### src/rtl/reaction_timer_ctrl_pkg.sv
// Shared definitions for the reaction-timer round controller: state encoding,
// LFSR constants and parameter defaults.
package reaction_timer_ctrl_pkg;

  typedef enum logic [2:0] {
    ST_IDLE    = 3'd0,
    ST_LOAD    = 3'd1,
    ST_WAIT    = 3'd2,
    ST_MEASURE = 3'd3,
    ST_SHOW    = 3'd4,
    ST_EARLY   = 3'd5
  } state_e;

  localparam logic [7:0]  LFSR_SEED     = 8'h01;
  // x^8+x^6+x^5+x^4+1 -> feedback from bits 7,5,4,3
  localparam logic [7:0]  LFSR_TAPS     = 8'hB8;

  localparam int          MS_PERIOD_DEF = 50000;
  localparam logic [13:0] MAX_MS_DEF    = 14'd9999;

  function automatic logic [7:0] lfsr_next(input logic [7:0] cur);
    return {cur[6:0], ^(cur & LFSR_TAPS)};
  endfunction

endpackage

### src/rtl/reaction_timer_ctrl_lfsr8.sv
// Free-running 8-bit Fibonacci LFSR; a nonzero seed keeps it out of the all-zero
// lock-up state.
module lfsr8
  import reaction_timer_ctrl_pkg::*;
(
  input  logic       clk,
  input  logic       reset_n,
  output logic [7:0] q
);

  logic [7:0] q_q;

  always_ff @(posedge clk or negedge reset_n) begin
    if (!reset_n) q_q <= LFSR_SEED;
    else          q_q <= lfsr_next(q_q);
  end

  assign q = q_q;

endmodule

### src/rtl/reaction_timer_ctrl.sv
// Reaction-timer round controller: random delay via delay_counter, stimulus LED,
// millisecond response measurement and false-start detection.
module reaction_timer_ctrl
  import reaction_timer_ctrl_pkg::*;
#(
  parameter int          MS_PERIOD = MS_PERIOD_DEF,
  parameter logic [7:0]  MIN_DELAY = 8'd20,
  parameter logic [13:0] MAX_MS    = MAX_MS_DEF
) (
  input  logic        clk,
  input  logic        reset_n,
  input  logic        go,
  input  logic        react,
  input  logic        timer_done,
  output logic        timer_start,
  output logic        timer_enable,
  output logic [7:0]  timer_delay,
  output logic        led,
  output logic [13:0] result,
  output logic        result_valid,
  output logic        early
);

  localparam int              SUBW    = (MS_PERIOD > 1) ? $clog2(MS_PERIOD) : 1;
  localparam logic [SUBW-1:0] SUB_MAX = SUBW'(MS_PERIOD - 1);

  state_e          state_q, state_d;
  logic            go_q, react_q;
  logic [7:0]      delay_q, delay_d;
  logic [13:0]     result_q, result_d;
  logic [13:0]     ms_q, ms_d;
  logic [SUBW-1:0] sub_q, sub_d;
  logic [7:0]      lfsr;
  logic            go_rise, react_rise, go_accept;

  lfsr8 u_lfsr (
    .clk     (clk),
    .reset_n (reset_n),
    .q       (lfsr)
  );

  assign go_rise    = go & ~go_q;
  assign react_rise = react & ~react_q;
  assign go_accept  = go_rise &&
                      (state_q == ST_IDLE || state_q == ST_SHOW || state_q == ST_EARLY);

  always_ff @(posedge clk or negedge reset_n) begin
    if (!reset_n) begin
      state_q  <= ST_IDLE;
      go_q     <= 1'b0;
      react_q  <= 1'b0;
      delay_q  <= '0;
      result_q <= '0;
      ms_q     <= '0;
      sub_q    <= '0;
    end else begin
      state_q  <= state_d;
      go_q     <= go;
      react_q  <= react;
      delay_q  <= delay_d;
      result_q <= result_d;
      ms_q     <= ms_d;
      sub_q    <= sub_d;
    end
  end

  // A false start wins over a done arriving in the same cycle.
  always_comb begin
    state_d = state_q;
    case (state_q)
      ST_IDLE:    if (go_rise) state_d = ST_LOAD;
      ST_LOAD:    state_d = ST_WAIT;
      ST_WAIT: begin
        if (react_rise)      state_d = ST_EARLY;
        else if (timer_done) state_d = ST_MEASURE;
      end
      ST_MEASURE: if (react_rise) state_d = ST_SHOW;
      ST_SHOW,
      ST_EARLY:   if (go_rise) state_d = ST_LOAD;
      default:    state_d = ST_IDLE;
    endcase
  end

  // Delay uses the LFSR value before this edge's update; the mask keeps the
  // sum inside MIN_DELAY..MIN_DELAY+127.
  always_comb begin
    delay_d  = delay_q;
    result_d = result_q;
    ms_d     = ms_q;
    sub_d    = sub_q;
    if (go_accept)
      delay_d = MIN_DELAY + (lfsr & 8'h7F);
    if (state_q == ST_WAIT && !react_rise && timer_done) begin
      ms_d  = '0;
      sub_d = '0;
    end else if (state_q == ST_MEASURE) begin
      if (react_rise)
        result_d = ms_q;
      if (sub_q == SUB_MAX) begin
        sub_d = '0;
        if (ms_q < MAX_MS) ms_d = ms_q + 14'd1;
      end else begin
        sub_d = sub_q + 1'b1;
      end
    end
  end

  always_comb begin
    timer_start  = (state_q == ST_LOAD);
    timer_enable = (state_q == ST_WAIT);
    led          = (state_q == ST_MEASURE);
    result_valid = (state_q == ST_SHOW);
    early        = (state_q == ST_EARLY);
  end

  assign timer_delay = delay_q;
  assign result      = result_q;

endmodule

### config.mk
export PLATFORM = sky130hd
export DESIGN_NAME = reaction_timer_ctrl
export DESIGN_NICKNAME = d
export VERILOG_FILES = /design/src/rtl/reaction_timer_ctrl_pkg.sv /design/src/rtl/reaction_timer_ctrl_lfsr8.sv /design/src/rtl/reaction_timer_ctrl.sv
export SDC_FILE = /design/constraint.sdc
export NUM_CORES = 1
export LEC_CHECK = 0
export ABC_AREA = 0
export BUFFER_PORTS_ARGS = -buffer_cell sky130_fd_sc_hd__buf_4
export CAP_MARGIN = 20
export CORE_MARGIN = 1
export CORE_UTILIZATION = 35
export DETAILED_ROUTE_END_ITERATION = 8
export GPL_ROUTABILITY_DRIVEN = 0
export GPL_TIMING_DRIVEN = 0
export PLACE_DENSITY_LB_ADDON = 0.2
export SYNTH_ARGS = -nofsm -noshare
export SYNTH_HDL_FRONTEND = slang
export SYNTH_HIERARCHICAL = 1
export SYNTH_SLANG_ARGS = --single-unit
### constraint.sdc
create_clock -name clk -period 4 [get_ports clk]
set_clock_uncertainty 0.05 [all_clocks]
set_input_delay 0.4 -clock clk [delete_from_list [all_inputs] [get_ports clk]]
set_output_delay 0.4 -clock clk [all_outputs]
set_load 0.05 [all_outputs]
### After elaboration in Yosys (flattened, before gate mapping)

Cells that the tools add are included.

| word-level totals | value |
|---|---|
| word-level logic and storage cells | 53 |
| bits in registers | 65 |
| output and inout bits | 27 |

| operators by class | value |
|---|---|
| reductions and logical operators | 15 |
| order comparisons | 1 |
| equality and inequality tests | 9 |
| bitwise logic cells | 5 |
| muxes and demuxes | 12 |
| add/subtract/negate cells | 3 |

Operators with widths:

| kind | number |
|---|---|
| 14-bit 2-to-1 mux | 4 |
| 16-bit 2-to-1 mux | 3 |
| 16-bit by 1-bit adder with 16-bit output (second input constant) | 1 |
| 16-bit == test (second input constant) | 1 |
| 14-bit by 1-bit adder with 14-bit output (second input constant) | 1 |
| 14-bit less-than comparator (second input constant) | 1 |
| 3-bit 2-to-1 mux | 4 |
| 3-bit case mux with 4 select lines | 1 |
| 3-bit AND reduction | 3 |
| 5-bit by 7-bit adder with 8-bit output (first input constant) | 1 |
| 8-bit XOR reduction | 1 |
| 3-bit by 2-bit == test with 1-bit output (second input constant) | 2 |
| 3-bit == test (second input constant) | 2 |
| 2-bit nonzero test | 3 |
| 2-bit by 1-bit != test with 1-bit output (second input constant) | 2 |
| 3-bit by 1-bit == test with 1-bit output (second input constant) | 1 |
| 1-bit logical AND | 3 |
| 3-bit logical NOT | 1 |
| 3-bit by 2-bit != test with 1-bit output (second input constant) | 1 |
| 1-bit NOT | 3 |
| 3-bit OR reduction | 1 |
| 1-bit AND | 2 |
| 1-bit logical OR | 2 |
| 1-bit logical NOT | 1 |

### Longest topological paths before layout

| logic depth | value |
|---|---|
| depth after elaboration | 7 |
| depth in mapped cells | 9 |

### Hierarchy

Netlist, hierarchy kept.

By module, submodules not included:

| module | area each (µm²) | cells an instance | times used |
|---|---|---|---|
| reaction_timer_ctrl | 2,788.9 | 270 | 1 |
| lfsr8 | 227.7 | 11 | 1 |

### Least setup slack after synthesis

OpenSTA, ideal clock, no wires.

| path | value |
|---|---|
| kind | register to register |
| from | register state_q[1] |
| to | register sub_q[13] |
| arrival | 2.728 ns |
| required time | 3.832 ns |
| slack | 1.104 ns |
| stages on the path, launching flop included | 7 |
| period minus slack after synthesis | 2.896 ns |
| path buffers | 1 |
| cell sequence | dfrtp_1 -> buf_2 -> nor3b_1 -> nand3_1 -> nand2_1 -> o21ai_0 -> a21o_1 |

| on the way | value |
|---|---|
| word-level cells in the longest chain between the ends | 4 |
| elaborated cells between the ends (all ways) | 6 |
| those cells by class | eq/ne: 2; mux: 1; reduce/logical: 3 |

Ends and longest elaborated chain:

| item | RTL line | RTL |
|---|---|---|
| start: declaration | reaction_timer_ctrl.sv:27 | `state_e state_q, state_d;` |
| start signal: assignment | reaction_timer_ctrl.sv:57 | `state_q <= state_d;` |
| 3-bit by 2-bit == test with 1-bit output (*) | n/a |  |
| via timer_enable | reaction_timer_ctrl.sv:16 | `output logic timer_enable,` |
| 1-bit logical AND (*) (2 in a row) | reaction_timer_ctrl.sv:93 | `if (state_q == ST_WAIT && !react_rise && timer_done) begin` |
| 16-bit 2-to-1 mux or 2-bit nonzero test (tied branches) | n/a |  |
| end signal: assignment | reaction_timer_ctrl.sv:63 | `sub_q <= sub_d;` |
| end: declaration | reaction_timer_ctrl.sv:32 | `logic [SUBW-1:0] sub_q, sub_d;` |

The timed path passes the listed nets; every way through them passes the cells marked *.
A chain may end at the register's enable or synchronous reset.

### Worst setup path after layout

| path | value |
|---|---|
| from | register sub_q[0] |
| to | register sub_q[10] |

| on the way | value |
|---|---|
| word-level cells in the longest chain between the ends | 4 |
| elaborated cells between the ends (all ways) | 5 |
| those cells by class | add/sub: 1; eq/ne: 1; mux: 3 |

Ends and longest elaborated chain:

| item | RTL line | RTL |
|---|---|---|
| 16-bit by 1-bit adder with 16-bit output or 16-bit == test (tied branches) | reaction_timer_ctrl.sv:103, reaction_timer_ctrl.sv:99 |  |
| 16-bit 2-to-1 mux (*) | reaction_timer_ctrl.sv:99 | `if (sub_q == SUB_MAX) begin` |
| 16-bit 2-to-1 mux (*) | reaction_timer_ctrl.sv:96 | `end else if (state_q == ST_MEASURE) begin` |
| 16-bit 2-to-1 mux (*) | reaction_timer_ctrl.sv:93 |  |

Every way passes the cells marked *; elsewhere a longest branch is shown, timed or not. The select of a mux whose other input is x is not followed.

==> results.cfg <==
[power]
sw_frac_of_total = 0.434
pwr-share-seq = 0.395
ir_worst_vdd_v = 0.000356
p_int_mw = 1.39
power.share.clock = 0.207
p_comb_frac = 0.398
power.switching_mw = 1.06
powerDensity_nw_per_um2 = 687
leakage_nw = 1.64

[logic_synthesis]
syn_avg_cell_area_sq_um = 10.7
synth_edf_count = 0
syn_inst = 281
ys_types = 52
synth_area_leaders = dfrtp_1 (53%), mux2_2 (6.3%), nand2_1 (3.2%)
synth_warnings = 6
synth_ff_type = dfrtp_1
synthArstFlopShare = 1.00
netlist.area_leader.share = 0.531
syn_nets = 289
synth_area_sq_um = 3020
ys_ff_latch = 65
seq_area_frac_synth = 0.540
yosysTopAreaCell = dfrtp_1

[sta]
period_share = 0.593
tightest_slew_ps = 826
setup_tns_ps = 0
maxSlewViolCount = 0
relSlewSlack = 0.449
whs_ps = 62.7
fmax_mhz = 421
rsz0062_at_grt = false
fin_crit_ps = 2370
setup-violations-final = 0
hold_violations = 0

[global_route]
antenna_found_initial = 0
grt_pass1_wl_mm = 10.5
grt_max_degree = 66
grt_pass1_vias = 2208
gr-total-overflow = 0
grt_use_total = 0.152

[die]
die_h_um = 94.8
dieArea_sq_um = 8990
die-width_um = 94.8
rows = 33
initial_utilization = 0.363
num_io_pins = 32
design.core.area_sq_um = 8300

[clock_network]
clkTransAtPathRegs_ps = 80
cts_resized = 0
worst_skew_pair.late_latency_ps = 350
cts_made_buffers = 9
clockBufferDepth = 2
cts_tree = yes
cts_sinks = 65
cts_hold_buf = 0
cts_setup_buffers = 0
htreeDepth = 3
root_buffer = clkbuf_8

[layout]
final_nets = 331
antenna_cells = 0
drive_above_1_share = 0.247
post-route-util = 0.429
post-route-cell-area_sq_um = 3560
areaGrowthSynthToFinish_pct = 18.1

[drt]
drc = 0
firstDrtPassIters = 4
drtIter0Drc = 123
avgRoutedWirePerCell_um = 13.9
wl_mm = 6.00
vias = 2221
via_per_inst = 5.13
antenna_left = 0

[critical_path]
worst_r2r_startpoint = sub_q[0]
cp-end-kind = flop
worstPathMaxFanout = 10
arrival_ps = 2590
startpoint_type = flop
setup.worst_path.start = sub_q[0]
path_class = reg -> reg
r2r_cells = 9
critPathRequiredTime_ps = 4220

[worst_hold_path]
hp-class = in -> async

[flow_run]
maxCapViolCount = 0

[place]
hpwl_mm = 4.07
place_area_sq_um = 3380
io_buffers = 31

[run_status]
status = complete, no violations
-- metrics by stage --
stage	cells	power [mW]	worst slack (ps)
after floorplan	281	1.67	1100
after global placement	417	1.95	1660
after detailed placement	417	1.96	1640
after CTS	433	2.48	1620
after global routing	433	2.60	1460
final	433	2.45	1630
-- cells in the final DEF, fill, tap and decap left out, types with 8 or more instances in the layout --
cell type / count
nor2_1: 22
xnor2_1: 10
mux2_2: 17
o21ai_0: 19
dfrtp_1: 64
buf_4: 32
a21oi_1: 12
nand3_1: 13
nand2_1: 26
nand4_1: 8
clkbuf_8: 10
-- synth_stat cells, drive strengths merged, types with 4 or more instances --
library cell and count:
xor2 5, mux2 17, nand3 13, dfrtp 64
nor3 4, nand2 27, o21ai 19, nor4 8
a21oi 13, nand2b 4, a31oi 6, nand4 8
inv 6, xnor2 10, nor2 22, buf 7
clkbuf 4, and3 5
-- area by class of cell --
class / count / area (sq um)
Sequential cell: 65 / 1630
Buffer: 11 / 58.8
Clock buffer: 10 / 138
Fill cell: 804 / 4740
Multi-Input combinational cell: 199 / 1310
Timing Repair Buffer: 31 / 233
Inverter: 6 / 22.5
Tap cell: 105 / 131
Clock inverter: 6 / 43.8
-- logic make-up (layout without fill, tap and decap cells) --
| group | count (synthesis) | in the layout | share of synthesized area |
|---|---|---|---|
| buffers and inverters | 17 | 64 | 0.0270 |
| DFF | 65 | 65 | 0.540 |
| xor gates and xnor gates | 15 | 15 | 0.0435 |
| adders and majority gates | 3 | 3 | 0.0124 |
| and+or+nand+nor | 109 | 109 | 0.200 |
| muxes | 18 | 18 | 0.0668 |
| AOI/OAI and AO/OA | 54 | 54 | 0.110 |
-- power by group through the flow --
stage | Combinational [mW] | Sequential [mW] | Clock (mW)
5_1_grt | 1.06 | 0.991 | 0.551
4_1_cts | 0.988 | 0.966 | 0.522
3_5_place_dp | 0.986 | 0.977 | 0
3_3_place_gp | 0.974 | 0.973 | 0
6_report | 0.975 | 0.967 | 0.507
2_1_floorplan | 0.468 | 1.20 | 0
-- worst max-delay path, stage by stage (launching register included) --
cell,delay [ps]
dfrtp_1,420
ha_1,250
and3_1,210
nand4_1,100
buf_2,240
and2_1,150
clkbuf_1,280
buf_2,300
o31ai_1,110
a31oi_1,180
-- worst paths after layout --
path	end	slack [ps]
min reg2reg	u_lfsr/q[2]	330
max reg2reg	sub_q[10]	1630
min	sub_q[9]	60
max	sub_q[10]	1630
min in group clk	go_q	120
max in group asynchronous	go_q	3250
-- layer usage --
metal | global-route usage | share of wire | up-vias
li1 | - | - | 1105
met1 | 0.206 | 0.49 | 1058
met2 | 0.223 | 0.43 | 48
met3 | 0.0370 | 0.056 | 10
met4 | 0.0795 | 0.019 | 0
met5 | 0 | 0 | -
-- registers in the layout, indices dropped and copies added (netlist names) --
| signal | count |
|---|---|
| state_q | 3 |
| ms_q | 14 |
| react_q | 1 |
| sub_q | 16 |
| result | 14 |
| u_lfsr/q | 8 |
| timer_delay | 8 |
| go_q | 1 |
(Power assumes the default switching activity.)
